`config.mk`:
```
export PLATFORM = sky130hd
export DESIGN_NAME = layer_output_serializer
export DESIGN_NICKNAME = d
export VERILOG_FILES = /design/src/rtl/layer_output_serializer.sv
export SDC_FILE = /design/constraint.sdc
export NUM_CORES = 1
export LEC_CHECK = 0
export CAP_MARGIN = 25
export CORE_MARGIN = 4
export CORE_UTILIZATION = 49
export DETAILED_ROUTE_END_ITERATION = 12
export HOLD_SLACK_MARGIN = 0.05
export PLACE_DENSITY = 0.77
export SLEW_MARGIN = 10
export SYNTH_ARGS = -nofsm -noshare
export SYNTH_HDL_FRONTEND = slang
export SYNTH_SLANG_ARGS = --single-unit
```
`constraint.sdc`:
```
create_clock -name clk -period 5.8 [get_ports clk]
set_clock_uncertainty 0.15 [all_clocks]
set_input_delay 1.16 -clock clk [delete_from_list [all_inputs] [get_ports clk]]
set_output_delay 1.16 -clock clk [all_outputs]
set_load 0.01 [all_outputs]
```
`src/rtl/layer_output_serializer.sv`:
```
// Layer output serializer: captures all neuron outputs of a layer in one cycle and replays
// them one per clock, double-buffered. Define LAYER_SER_ARGMAX_EN to add a running argmax.
module layer_output_serializer #(
  parameter  int numNeurons = 10,
  parameter  int dataWidth  = 16,
  localparam int idxWidth   = $clog2(numNeurons)
) (
  input  logic                            clk,
  input  logic                            rst,
  input  logic [numNeurons*dataWidth-1:0] in_data,
  input  logic [numNeurons-1:0]           in_valid,
  output logic [dataWidth-1:0]            out_data,
  output logic                            out_valid,
  output logic [idxWidth-1:0]             out_index,
  output logic                            out_last,
  output logic                            busy,
  output logic                            overrun,
  output logic                            argmax_valid,
  output logic [idxWidth-1:0]             argmax_index,
  output logic [dataWidth-1:0]            argmax_value
);

  typedef enum logic {IDLE, SEND} state_t;

  typedef logic [numNeurons-1:0][dataWidth-1:0] vec_t;

  localparam logic [idxWidth-1:0] last_idx = idxWidth'(numNeurons - 1);

  state_t               state;
  logic [idxWidth-1:0]  cnt;
  logic [idxWidth-1:0]  cnt_next;
  logic                 pending_full;
  vec_t                 active;
  vec_t                 pending;

  logic capture;
  logic start_from_in;
  logic start_from_pend;
  logic pend_load;
  logic advance;
  logic drop;

  // Neurons of a layer fire in lock-step, so only bit 0 qualifies a capture.
  assign capture = in_valid[0];

  logic unused_valid_bits;
  assign unused_valid_bits = |in_valid[numNeurons-1:1];

  always_comb begin
    // NOTE: every signal written here gets a default first, so no latch can be inferred.
    start_from_in   = 1'b0;
    start_from_pend = 1'b0;
    pend_load       = 1'b0;
    advance         = 1'b0;
    drop            = 1'b0;
    cnt_next        = cnt + idxWidth'(1);
    if (state == SEND) begin
      if (cnt == last_idx) begin
        // Last element: reload from pending (or a coincident capture) with no bubble.
        start_from_pend = pending_full;
        start_from_in   = capture && !pending_full;
        pend_load       = capture && pending_full;
      end else begin
        advance   = 1'b1;
        pend_load = capture && !pending_full;
        drop      = capture && pending_full;
      end
    end else begin
      start_from_in = capture;
    end
  end

  always_ff @(posedge clk) begin
    if (rst) begin
      // NOTE: sequential state uses non-blocking assignments so all registers see pre-edge values.
      state        <= IDLE;
      cnt          <= '0;
      pending_full <= 1'b0;
      overrun      <= 1'b0;
      out_valid    <= 1'b0;
      out_data     <= '0;
      out_index    <= '0;
      out_last     <= 1'b0;
    end else begin
      if (drop) begin
        overrun <= 1'b1;
      end

      if (start_from_pend) begin
        pending_full <= pend_load;
      end else if (pend_load) begin
        pending_full <= 1'b1;
      end

      if (start_from_in || start_from_pend) begin
        state     <= SEND;
        cnt       <= '0;
        out_valid <= 1'b1;
        out_index <= '0;
        out_last  <= 1'b0;
        out_data  <= start_from_pend ? pending[0] : in_data[dataWidth-1:0];
      end else if (advance) begin
        cnt       <= cnt_next;
        out_valid <= 1'b1;
        out_index <= cnt_next;
        out_last  <= (cnt_next == last_idx);
        out_data  <= active[cnt_next];
      end else begin
        state     <= IDLE;
        cnt       <= '0;
        out_valid <= 1'b0;
        out_index <= '0;
        out_last  <= 1'b0;
        out_data  <= '0;
      end
    end
  end

  // NOTE: the vector buffers carry no reset; nothing reads them until a capture has loaded them.
  always_ff @(posedge clk) begin
    if (start_from_in) begin
      active <= in_data;
    end else if (start_from_pend) begin
      active <= pending;
    end
    if (pend_load) begin
      pending <= in_data;
    end
  end

  // pending_full implies SEND, but both terms are kept so busy reads as intended.
  assign busy = (state == SEND) || pending_full;

`ifdef LAYER_SER_ARGMAX_EN
  logic signed [dataWidth-1:0] run_max;
  logic signed [dataWidth-1:0] best_val;
  logic [idxWidth-1:0]         run_idx;
  logic [idxWidth-1:0]         best_idx;

  // Index 0 restarts the comparison; the strict compare keeps the lowest index on ties.
  always_comb begin
    best_val = run_max;
    best_idx = run_idx;
    if ((out_index == '0) || ($signed(out_data) > run_max)) begin
      best_val = $signed(out_data);
      best_idx = out_index;
    end
  end

  always_ff @(posedge clk) begin
    if (rst) begin
      run_max      <= '0;
      run_idx      <= '0;
      argmax_valid <= 1'b0;
      argmax_index <= '0;
      argmax_value <= '0;
    end else begin
      argmax_valid <= 1'b0;
      if (out_valid) begin
        run_max <= best_val;
        run_idx <= best_idx;
        if (out_last) begin
          argmax_valid <= 1'b1;
          argmax_index <= best_idx;
          argmax_value <= best_val;
        end
      end
    end
  end
`else
  assign argmax_valid = 1'b0;
  assign argmax_index = '0;
  assign argmax_value = '0;
`endif

endmodule

```
==> qor.yml <==
grt_setup_unrepaired: "no"
insertion_delay_ps: 510
final_util_pct: 61.78
multi_input_area_mm2: 0.003590
synth_ff_type: "edfxtp_1"
ys_ff_latch: 345
vias: 7294
cts_tree: "yes"
root_buffer: "clkbuf_16"
ant_nets: 0
drive_above_1_share_pct: 17.14
synth.avg_cell_area_um2: 19.33
met3_usage_pct: 3.728
worstSetupPathType: "in2reg"
peakVddDrop_v: 0.0002043
ctsHoldBuffers: 0
boundaryPins: 217
status: "finished clean"
cts_buffers: 37
synth_top_area_share_pct: 68.18
fp.dieH_um: 177.6
fin_crit_ps: 3888
cts_num_sinks: 345
drv_slew: 0
area_delta_synth_final_pct: 23.12
grt_max_degree: 177
grt_pass1_wl_um: 44330
postCtsResizedCells: 0
first_pass_iters: 5
initial_core_util_pct: 50.18
synth_cell_type_count: 40
cts_buffer_depth: 3
slew_headroom_pct: 19.95
crit_arrival_ps: 4140
worstPathRequired_ps: 6050
yosys.area.top_type: "edfxtp_1"
r2r_slack_ps: 1910
ys_seq_area_share_pct: 71.73
pre_cts_slack_ps: 1493
drt_iter0_drc: 540
fmax_mhz: 257.2
worst_slack_ps: 1912
synth_edf_count: 320
remaining_drc_errors: 0
ys_top_cells_by_area: "edfxtp_1, mux2_1, mux4_2"
fin_crit_sh_pct: 67.04
antenna_found_initial: 2
grtUsageTotal_pct: 18.61
async_reset_ff_share_pct: 0
synth_common_cells: "edfxtp_1, mux2_1, mux2_2"
start_kind: "input port"
p_per_area_mw_per_mm2: 329.6
fp.coreArea_mm2: 0.02809
placed_cell_area_mm2: 0.01615
netlist_area_mm2: 0.01409
drv_cap: 0
p_leak_nw: 5.753
place_hpwl_um: 18870
yosys_warnings: 0
ff_latch_area_mm2: 0.01011
place_congestion: 0.7662
finalSetupViolations: 0
use_met2_pct: 28.85
rows: 61
tns_ps: 0
path_clk_slew_ps: 50
wirelength_um: 29470
min-delay-path-class: "reg2reg"
worst_pin_slew_ps: 1201
final_nets: 1093
cts_setup_buffers: 0
use_met1_pct: 26.82
final_cell_area_mm2: 0.01735
grt_pass1_vias: 7376
cp-end-kind: "register"
post_drt_wl_per_cell_um: 22.26
die_w_um: 177.6
synth_cells: 729
routed_via_density: 5.509
cp_max_fo: 21
grt.busiest_layer: "met2"
yosysMostFrequentCell: "edfxtp_1"
cts.htree.levels: 2
hold_viol: 0
grt_overflow: 0
portBuffers: 186
fillers: 2063
die-area_mm2: 0.03154
report_power, final:
part	switching [mW]	total (mW)	internal (mW)
Sequential	0.0379	2.91	2.88
Clock	0.915	2.32	1.41
Combinational	0.232	0.482	0.250
Total	1.18	5.72	4.54
routing by layer:
layer	share of wire, %	routed length [um]
met5	0.044	13
met4	2.6	775
met1	44	12880
met3	6.4	1897
met2	47	13910
path summary, 6_finish.rpt:
kind | start | endpoint | cells after the start
worst max-delay path | rst | out_data[8]$_SDFF_PP0_ | 5
worst min-delay path | overrun$_SDFFE_PP0P_ | overrun$_SDFFE_PP0P_ | 2
worst max register to register | cnt[0]$_SDFF_PP0_ | active[111]$_DFFE_PP_ | 6
worst min register to register | overrun$_SDFFE_PP0P_ | overrun$_SDFFE_PP0P_ | 2
through the flow:
stage	hold slack (ps)	cells	power, mW
2_1_floorplan	351.3	749	3.230
3_3_place_gp	348.2	1257	3.440
3_5_place_dp	343.0	1257	3.452
4_1_cts	360.0	1323	5.786
5_1_grt	387.6	1324	5.942
6_report	366.5	1324	5.720
logic make-up after synthesis:
family | count (synthesis) | synth area share [%]
buffers and inverters | 68 | 3.391
flip-flops | 345 | 71.73
XOR/XNOR | 2 | 0.1243
AND/OR/NAND/NOR | 43 | 1.935
adder cells (fa/ha/maj) | 3 | 0.2663
other | 1 | 0.02661
AO/OA/AOI/OAI | 59 | 3.498
multiplexers | 208 | 19.03
layout by cell type, fill, tap and decap left out, types with 17 or more instances in the layout:
master	count
mux2_2	60
dfxtp_1	24
conb_1	21
mux2_1	100
mux4_2	32
clkdlybuf4s50_1	186
clkbuf_16	39
edfxtp_1	320
and3_1	17
worst max-delay path, stage by stage:
cell             delay (ps)
clkdlybuf4s50_1         870
and2b_2                 600
and2_1                  630
o211ai_2                520
o221ai_1                340
state kept, by name, summed over array words and instances, names as in the netlist:
register      flops
state             1
out_last          1
out_data         16
out_valid         1
cnt               4
active          160
overrun           1
pending         160
pending_full      1
cell type report:
cell class / count / share of cell area, %
diodes: 1 / 0.01442
clock buffers: 49 / 5.840
clock inverters: 17 / 1.096
inverters: 5 / 0.1082
multi-input cells: 336 / 20.69
flip-flops and latches: 345 / 58.28
well taps: 378 / 2.726
repair buffers: 193 / 11.25
(Power assumes the default switching activity.)
